[src/rtl/seq_addsub_sm_if.sv]
// Handshake and data bundle for seq_addsub_sm.
// With SEQ_ADDSUB_ZERO_FLAG_EN defined, the bundle also carries the zero-result flag.
interface seq_addsub_sm_if #(
    parameter int WIDTH = 8
);
    logic             in_valid;
    logic             in_ready;
    logic             op;
    logic [WIDTH-1:0] a;
    logic [WIDTH-1:0] b;
    logic             out_valid;
    logic             out_ready;
    logic [WIDTH-1:0] mag;
    logic             neg;
    logic             cout;
`ifdef SEQ_ADDSUB_ZERO_FLAG_EN
    logic             zero;
`endif

    modport slave (
        input  in_valid, op, a, b, out_ready,
        output in_ready, out_valid, mag, neg, cout
`ifdef SEQ_ADDSUB_ZERO_FLAG_EN
        , zero
`endif
    );

    modport master (
        output in_valid, op, a, b, out_ready,
        input  in_ready, out_valid, mag, neg, cout
`ifdef SEQ_ADDSUB_ZERO_FLAG_EN
        , zero
`endif
    );
endinterface

[src/rtl/seq_addsub_sm.sv]
// Multi-cycle sign-magnitude add/subtract through one shared CHUNK-bit adder, LSB chunk first.
// Optional SEQ_ADDSUB_ZERO_FLAG_EN adds a registered zero-result flag.
module seq_addsub_sm #(
    parameter int WIDTH = 8,
    parameter int CHUNK = 4
) (
    input logic            clk,
    input logic            rst_n,
    seq_addsub_sm_if.slave bus
);
    localparam int N  = WIDTH / CHUNK;
    localparam int CW = (N > 1) ? $clog2(N) : 1;

    typedef enum logic [1:0] {IDLE, DIFF, FIX, DONE} state_t;

    state_t           state, state_nxt;
    logic [WIDTH-1:0] ra, rb, acc, acc_nxt;
    logic             op_r, carry, neg_r, cout_r;
    logic [CW-1:0]    cnt;
    logic [CHUNK-1:0] x, y;
    logic [CHUNK:0]   sum;
    logic             last;
`ifdef SEQ_ADDSUB_ZERO_FLAG_EN
    logic             zero_r;
    assign bus.zero = zero_r;
`endif

    // One adder serves both passes: a + (b or ~b) in DIFF, ~acc + carry in FIX.
    always_comb begin
        x = ra[CHUNK-1:0];
        y = op_r ? rb[CHUNK-1:0] : ~rb[CHUNK-1:0];
        if (state == FIX) begin
            x = ~acc[CHUNK-1:0];
            y = '0;
        end
        sum     = {1'b0, x} + {1'b0, y} + {{CHUNK{1'b0}}, carry};
        acc_nxt = (acc >> CHUNK) | (WIDTH'(sum[CHUNK-1:0]) << (WIDTH - CHUNK));
        last    = (cnt == CW'(N - 1));
    end

    always_comb begin
        state_nxt = state;
        case (state)
            IDLE: if (bus.in_valid) state_nxt = DIFF;
            DIFF: if (last) state_nxt = (!op_r && !sum[CHUNK]) ? FIX : DONE;
            FIX:  if (last) state_nxt = DONE;
            DONE: if (bus.out_ready) state_nxt = IDLE;
            default: state_nxt = IDLE;
        endcase
    end

    assign bus.in_ready  = (state == IDLE);
    assign bus.out_valid = (state == DONE);
    assign bus.mag       = acc;
    assign bus.neg       = neg_r;
    assign bus.cout      = cout_r;

    always_ff @(posedge clk or negedge rst_n) begin
        if (!rst_n) begin
            state  <= IDLE;
            ra     <= '0;
            rb     <= '0;
            acc    <= '0;
            op_r   <= 1'b0;
            carry  <= 1'b0;
            neg_r  <= 1'b0;
            cout_r <= 1'b0;
            cnt    <= '0;
`ifdef SEQ_ADDSUB_ZERO_FLAG_EN
            zero_r <= 1'b0;
`endif
        end else begin
            state <= state_nxt;
            case (state)
                IDLE: if (bus.in_valid) begin
                    ra     <= bus.a;
                    rb     <= bus.b;
                    op_r   <= bus.op;
                    carry  <= ~bus.op;
                    cnt    <= '0;
                    neg_r  <= 1'b0;
                    cout_r <= 1'b0;
`ifdef SEQ_ADDSUB_ZERO_FLAG_EN
                    zero_r <= 1'b0;
`endif
                end
                DIFF: begin
                    acc   <= acc_nxt;
                    ra    <= ra >> CHUNK;
                    rb    <= rb >> CHUNK;
                    carry <= sum[CHUNK];
                    cnt   <= cnt + 1'b1;
                    if (last) begin
                        cnt <= '0;
                        // No final carry on a subtract means a<b: negate back to a magnitude.
                        if (!op_r && !sum[CHUNK]) begin
                            neg_r <= 1'b1;
                            carry <= 1'b1;
                        end else begin
                            cout_r <= op_r & sum[CHUNK];
`ifdef SEQ_ADDSUB_ZERO_FLAG_EN
                            zero_r <= (acc_nxt == '0);
`endif
                        end
                    end
                end
                FIX: begin
                    acc   <= acc_nxt;
                    carry <= sum[CHUNK];
                    cnt   <= cnt + 1'b1;
`ifdef SEQ_ADDSUB_ZERO_FLAG_EN
                    if (last) zero_r <= (acc_nxt == '0);
`endif
                end
                default: ;
            endcase
        end
    end
endmodule

[src/flat_wrapper.sv]
// flat-port wrapper written by rule: the top's interface ports become plain ports
module seq_addsub_sm_flat 
#(
    parameter int WIDTH = 8,
    parameter int CHUNK = 4
)
  (clk, rst_n, bus_in_valid, bus_op, bus_a, bus_b, bus_out_ready, bus_in_ready, bus_out_valid, bus_mag, bus_neg, bus_cout);
  seq_addsub_sm_if #(.WIDTH(WIDTH)) bus_i ();
  input logic clk;
  input logic rst_n;
  input wire logic [$bits(bus_i.in_valid)-1:0] bus_in_valid;
  input wire logic [$bits(bus_i.op)-1:0] bus_op;
  input wire logic [$bits(bus_i.a)-1:0] bus_a;
  input wire logic [$bits(bus_i.b)-1:0] bus_b;
  input wire logic [$bits(bus_i.out_ready)-1:0] bus_out_ready;
  output wire logic [$bits(bus_i.in_ready)-1:0] bus_in_ready;
  output wire logic [$bits(bus_i.out_valid)-1:0] bus_out_valid;
  output wire logic [$bits(bus_i.mag)-1:0] bus_mag;
  output wire logic [$bits(bus_i.neg)-1:0] bus_neg;
  output wire logic [$bits(bus_i.cout)-1:0] bus_cout;
  assign bus_i.in_valid = bus_in_valid;
  assign bus_i.op = bus_op;
  assign bus_i.a = bus_a;
  assign bus_i.b = bus_b;
  assign bus_i.out_ready = bus_out_ready;
  assign bus_in_ready = bus_i.in_ready;
  assign bus_out_valid = bus_i.out_valid;
  assign bus_mag = bus_i.mag;
  assign bus_neg = bus_i.neg;
  assign bus_cout = bus_i.cout;
  seq_addsub_sm #(.WIDTH(WIDTH), .CHUNK(CHUNK)) u_core (.clk(clk), .rst_n(rst_n), .bus(bus_i));
endmodule
[config.mk]
export PLATFORM = sky130hd
export DESIGN_NAME = seq_addsub_sm_flat
export DESIGN_NICKNAME = d
export VERILOG_FILES = /design/src/rtl/seq_addsub_sm_if.sv /design/src/rtl/seq_addsub_sm.sv /design/src/flat_wrapper.sv
export SDC_FILE = /design/constraint.sdc
export NUM_CORES = 1
export LEC_CHECK = 0
export ABC_AREA = 1
export CORE_MARGIN = 5
export CORE_UTILIZATION = 30
export CTS_CLUSTER_SIZE = 10
export DETAILED_ROUTE_END_ITERATION = 6
export PLACE_DENSITY = 0.6
export SYNTH_ARGS = -nofsm -noshare
export SYNTH_HDL_FRONTEND = slang
export SYNTH_SLANG_ARGS = --single-unit
[constraint.sdc]
create_clock -name clk -period 6.8 [get_ports clk]
set_clock_uncertainty 0.15 [all_clocks]
set_input_delay 1.36 -clock clk [delete_from_list [all_inputs] [get_ports clk]]
set_output_delay 1.36 -clock clk [all_outputs]
set_load 0.005 [all_outputs]
==> results.cfg, run 1 <==
[outcome]
outcome = finished, final reports clean

[clocking]
cts_tree = built
worstSkewPairLatency_ns = 0.28
clk_transition_reported_paths_ns = 0.06
cts_hold_buf = 0
clock_tree.htree_level_count = 2
postCtsSetupBuffers = 0
clock_path_buffers = 2
ctsResizeCount = 0
cts_made_buffers = 5
clock_tree.root_cell = clkbuf_8
clock_sink_count = 31

[sta]
setup_tns_ns = 0
rsz0062_at_grt = false
slew-limit-headroom_pct = 60.2
max_slew.worst_pin.slew_ns = 0.596
report.final.setup_viol = 0
max_freq_mhz = 318
finalHoldViolCount = 0
period_share_pct = 46.2
finalWorstPathRequiredPeriod_ns = 3.14
final_critical_path_setup_slack_ns = 3.66
timing_max_transition_violations_final = 0

[worst_hold_path]
whs_path_depth = 2
timing.hold.worst.class = reg -> reg

[final_layout]
nets = 259
filler_cell_count = 570
multi_input_area_um2 = 787
syn2layout_area_growth_pct = 24.9
diodes = 0
final_layout_size_suffix_gt1_share_pct = 6.55
register_area_um2 = 776
final_core_occ_pct = 38.7
postLayoutCellArea_mm2 = 0.00213

[power_and_ir_drop]
vdd_ir_drop_max_v = 0.000180
total_power_uw = 1190
cellPowerDensity_mw_per_mm2 = 557
leakage_uw = 0.000982

[logic_synthesis]
synth-compound-area-share_pct = 14.5
synth.top_cells.by_count = nand2_1 (52), dfrtp_1 (31), nor2_1 (19)
synth-xor-area-share_pct = 1.54
post_synth_and_or_nand_nor_area_fraction_pct = 21.9
yosysMostFrequentCell = nand2_1
sequential_cell_area_fraction_in_the_yosys_report_pct = 45.5
synth_cell_types = 27
yosys_most_used_dff = dfrtp_1
gate_count_after_technology_mapping = 199
synth.area.mux_share_pct = 0
dominant_combinational_cell_family_by_area_after_synthesis = simple AND/OR/NAND/NOR gates
synth-edff-count = 0
synth_top_cell_area_share_pct = 45.5
synth_seq_cells = 31
syn-num-nets = 230
ys.warnings.count = 0
synth.largest_area_cell = dfrtp_1
area_of_the_mapped_netlist_mm2 = 0.00171
synthesis.area_per_instance_um2 = 8.57
asyncSetResetFlopFracSynth_pct = 100
synth_adder_area_share_pct = 8.22
synth.area.top_cells = dfrtp_1 (45%), nand2_1 (11%), ha_1 (5.9%), a32o_1 (4.7%), nor2_1 (4.2%)

[worst_setup_path]
worst_path_dominant_cell_family = buffers and inverters
cp_cell_sequence = inv_1 > ha_1 > clkdlybuf4s50_1
start_kind = flop
reg2regPathDepth = 14
critical_path_maximum_fanout = 5
endpoint_kind = output port
worst_setup_path_category = reg -> out
crit_slowest_cell = clkdlybuf4s50_1
r2r_slack_ns = 4.31
critical_path_buf_inv_count = 2
worst-endpoint-arrival_ns = 1.63
required_time_of_the_critical_path_ns = 5.29
critical_path_cell_count = 3
crit_path_max_cell_delay_ns = 0.54

[route]
drc = 0
post_drt_via_cell_ratio = 4.66
drt_wl_total_um = 3710
drt_first_pass_iters = 4
route.detailed.wl_per_inst_um = 12.3
first_iteration_detailed_routing_drc_count = 69
vias = 1403
final_antenna_net_count = 0

[global_routing]
grt_use_total_pct = 11.2
grt_first_pass_wirelength_um = 6530
grt_antenna_before_repair = 0
via_count_of_the_first_global_routing_pass = 1441
overflow = 0
grt_max_degree = 32

[floorplan]
floorplan.core_area_mm2 = 0.00551
initial_core_utilization_pct = 31.0
ios = 33
floorplan.die.width_um = 85.4
core.rowCount = 27
floorplan.die_area_mm2 = 0.00729
die_h_um = 85.4

[run]
max_cap_viol_count = 0

[place]
dp_hpwl_um = 2790
dpl-instance-area_mm2 = 0.00205
port_buffers = 32
post_placement_setup_slack_ns = 3.82
gp_congestion = 0.781
cell usage in the layout, fill, tap and decap left out:
master	n
nand2_1	52
clkdlybuf4s50_1	32
dfrtp_1	31
nor2_1	19
inv_1	17
o21ai_0	12
a31oi_1	8
nand3_1	8
a32o_1	8
ha_1	8
a21oi_1	7
clkbuf_8	5
xor2_1	3
nand2_4	2
nor2_2	2
nand3b_1	2
fa_1	2
clkbuf_1	2
nor3_1	1
nand2_2	1
inv_2	1
o21ai_1	1
or2_2	1
o21a_1	1
a21oi_2	1
clkinv_2	1
buf_4	1
worst min-delay path, stage by stage (launching register included):
cell	delay (ns)
dfrtp_1	0.37
nand2_1	0.06
nand2_1	0.05
final cells by class:
cell class | count | share of cell area, %
Sequential cell | 31 | 36.4
Tap cell | 72 | 4.23
Clock buffer | 7 | 3.58
Inverter | 18 | 3.17
Timing Repair Buffer | 33 | 15.4
Multi-Input combinational cell | 139 | 37.0
Clock inverter | 1 | 0.235
sequential cells by signal (all words and copies together) (netlist names):
signal and flops:
u_core.bus.cout 1, u_core.bus.mag 8, u_core.bus.neg 1, u_core.carry 1, u_core.cnt 1, u_core.op_r 1
u_core.ra 8, u_core.rb 8, u_core.state 2
cell families after synthesis:
| logic type | Yosys count |
|---|---|
| AND/OR/NAND/NOR | 88 |
| AO/OA/AOI/OAI | 38 |
| flip-flops | 31 |
| buffers and inverters | 29 |
| adder cells (fa/ha/maj) | 10 |
| XOR/XNOR | 3 |
through the flow:
step,std cells,hold WS [ns]
after global placement,293,0.338
after global routing,301,0.382
after CTS,301,0.359
after floorplan,199,0.315
after detailed placement,293,0.344
final,301,0.357
report_power, final:
part           switching (uW)  internal (uW)  leakage (uW)
clock                    66.5           71.7     0.0000422
combinational             402            298      0.000560
sequential               66.4            281      0.000380
total                     535            650      0.000982
metal layers:
layer | global-route usage [%] | part of all wire, %
met3 | 3.98 | 6.7
met5 | 0 | 0
met4 | 3.88 | 1.8
met1 | 13.4 | 46
met2 | 18.5 | 45
worst paths after layout:
| check | to | start |
|---|---|---|
| min reg2reg | u_core.bus.mag[4]$_DFFE_PN0P_ | u_core.bus.mag[4]$_DFFE_PN0P_ |
| min in group asynchronous | u_core.bus.mag[1]$_DFFE_PN0P_ | rst_n |
| min | u_core.bus.mag[4]$_DFFE_PN0P_ | u_core.bus.mag[4]$_DFFE_PN0P_ |
| max | bus_in_ready | u_core.state[1]$_DFFE_PN0P_ |
| max reg2reg | u_core.bus.cout$_DFFE_PN0P_ | u_core.state[0]$_DFFE_PN0P_ |
| max in group asynchronous | u_core.bus.neg$_DFFE_PN0P_ | rst_n |
Note: power is estimated with default switching activity, not from simulation.
==> run 2: changes to the inputs <==
- PLACE_DENSITY: 0.6 -> 0.62
- clock period: 6.8 -> 2.61 ns (I/O delays scaled with it)
==> run 2 against run 1 <==
Setup slack worse by 3.4 ns. Cell area up 3.3%. Routed wire length up 5.6%. Critical endpoint is now u_core.bus.cout$_DFFE_PN0P_. Register-to-register slack got worse by 4.1 ns. Highest routed layer unchanged. Power grew to 2.8 times the previous value. Die area unchanged. Clock-buffer cell count fell by 1.
==> results.cfg, run 2 (synthesized netlist as in run 1, its figures left out) <==
[worst_setup_path]
required_time_of_the_critical_path_ns = 2.69
reg2reg_from = u_core.state[0]$_DFFE_PN0P_
reg2regPathDepth = 15
worst_setup_path_category = reg -> reg
start_kind = flop
r2r-end = u_core.bus.cout$_DFFE_PN0P_
critical_path_maximum_fanout = 5
crit_path_max_cell_delay_ns = 0.41
worst-endpoint-arrival_ns = 2.44
critical-path-top-cell-by-count = nand2_1
crit_slowest_cell = dfrtp_1
cp_cell_sequence = inv_1 > ha_1 > inv_1 > nand2_1 > o21ai_1 > fa_1 > inv_1 > fa_1 > inv_1 > nand2_1 > nand2_1 > nand2_1 > nor2_1 > nand3_1 > nand2_1
endpoint_kind = flop
r2r_slack_ns = 0.25

[sta]
max_slew.worst_pin.slew_ns = 0.420
max_freq_mhz = 424
report.final.setup_viol = 0
timing_max_transition_violations_final = 0
finalHoldViolCount = 0
slew-limit-headroom_pct = 72.0
final_critical_path_setup_slack_ns = 0.249
setup_tns_ns = 0
rsz0062_at_grt = false
period_share_pct = 90.4
finalWorstPathRequiredPeriod_ns = 2.36

[clocking]
cts_made_buffers = 5
clock_tree.htree_level_count = 2
clock_path_buffers = 2
clk_transition_reported_paths_ns = 0.07
clock_sink_count = 31
clock_tree.root_cell = clkbuf_8
cts_tree = built
cts_hold_buf = 0
worstSkewPairLatency_ns = 0.29

[global_routing]
via_count_of_the_first_global_routing_pass = 1382
grt_antenna_before_repair = 0
grt_max_degree = 32
grt_use_total_pct = 11.5
global_route.usage.met3_pct = 2.91
grt_busiest_layer = met2
gr_met2_demand_resource_pct = 18.6
grt_first_pass_wirelength_um = 6610
grt_use_met1_pct = 14.7
overflow = 0

[place]
port_buffers = 32
dp.cells = 296
post_placement_setup_slack_ns = 0.209
dp_hpwl_um = 2850
gp_congestion = 0.853

[worst_hold_path]
timing.hold.worst.class = reg -> reg
hp-start = u_core.bus.mag[4]$_DFFE_PN0P_
whs_path_depth = 2
hold-path-endpoint = u_core.bus.mag[4]$_DFFE_PN0P_

[floorplan]
floorplan.core_area_mm2 = 0.00551
ios = 33
floorplan.die_area_mm2 = 0.00729
floorplan.die.width_um = 85.4
initial_core_utilization_pct = 31.0
die_h_um = 85.4
core.rowCount = 27

[outcome]
outcome = finished, final reports clean

[power_and_ir_drop]
vdd_ir_drop_max_v = 0.000472
cellPowerDensity_mw_per_mm2 = 1500
leakage_uw = 0.00102

[final_layout]
final_layout_size_suffix_gt1_share_pct = 9.44
syn2layout_area_growth_pct = 29.1
diodes = 0
nets = 263
layoutNonFillerInstCount = 305
layout_common_cells = nand2_1 (52), clkdlybuf4s50_1 (32), dfrtp_1 (31)
leading_cell_type_in_the_layout_fill_and_taps_excluded = nand2_1

[route]
final_antenna_net_count = 0
route.detailed.wl_per_inst_um = 12.8
drt_first_pass_iters = 5
drt_wl_total_um = 3920
post_drt_via_cell_ratio = 4.47
drc = 0
first_iteration_detailed_routing_drc_count = 80
vias = 1363

[run]
max_cap_viol_count = 0
==> run 2: changes by cell type in the layout (fill, tap and decap cells not counted), sizes merged <==
cell | before | now
buf | 1 | 5
bufinv | 0 | 1
clkbuf | 7 | 6
==> run 2: critical path, delay by kind of cell (launching register included) <==
kind            cells  cell delay (ns)
compound gates      1             0.09
buf+inv             4             0.35
fa+ha+maj           3             0.78
flops               1             0.41
simple gates        7             0.51
==> run 2: worst max-delay path by stage <==
stage | from | endpoint | slack (ns) | depth (start not counted)
2_1_floorplan | u_core.state[0]$_DFFE_PN0P_ | u_core.carry$_DFFE_PN0P_ | 0.43 | 14
3_3_place_gp | u_core.state[0]$_DFFE_PN0P_ | u_core.bus.cout$_DFFE_PN0P_ | 0.30 | 13
3_5_place_dp | u_core.state[0]$_DFFE_PN0P_ | u_core.bus.cout$_DFFE_PN0P_ | 0.21 | 14
4_1_cts | u_core.state[0]$_DFFE_PN0P_ | u_core.bus.cout$_DFFE_PN0P_ | 0.20 | 14
5_1_grt | u_core.state[0]$_DFFE_PN0P_ | u_core.bus.cout$_DFFE_PN0P_ | 0.001 | 15
6_report | u_core.state[0]$_DFFE_PN0P_ | u_core.bus.cout$_DFFE_PN0P_ | 0.25 | 15
==> run 2: report_power, final <==
part / total [uW] / leakage, uW / switching [uW] / internal, uW
combinational: 1900 / 0.000581 / 1080 / 822
clock: 497 / 0.0000612 / 188 / 309
sequential: 911 / 0.000380 / 179 / 731
==> run 2: metrics by stage <==
stage | util [%] | hold WS [ns] | area [um2] | power, uW
3_3_place_gp | 37.6 | 0.339 | 2070 | 2770
6_report | 40.0 | 0.360 | 2200 | 3310
3_5_place_dp | 37.6 | 0.340 | 2070 | 2820
5_1_grt | 40.0 | 0.399 | 2200 | 3700
2_1_floorplan | - | 0.0764 | 1710 | 2310
4_1_cts | 39.7 | 0.356 | 2190 | 3330
==> run 2: final cells by class <==
cell class | count | area, um2
tap | 72 | 90.1
sequential | 31 | 776
inverter | 18 | 67.6
clock buffer | 6 | 82.6
timing repair buffer | 37 | 358
clock inverter | 2 | 35.0
fill | 582 | 3310
multi-input combinational | 139 | 792
==> run 2: per-layer routing <==
metal  up-vias  routed length, um
met1       618               1830
met2        26               1850
met4         0                 29
li1        715                  -
met5         -                  0
met3         4                202
==> run 2: repair_timing <==
item,CTS,global route
setup buffers,0,1
resized for setup,0,2
endpoints found under the hold margin,0,0
setup endpoints to repair,0,4
==> run 3: changes to the inputs <==
- GPL_ROUTABILITY_DRIVEN: not set -> 1
- SKIP_CTS_REPAIR_TIMING: not set -> 1
==> results of run 3 <==
The final DEF is identical to that of run 2; final timing and power are the same.
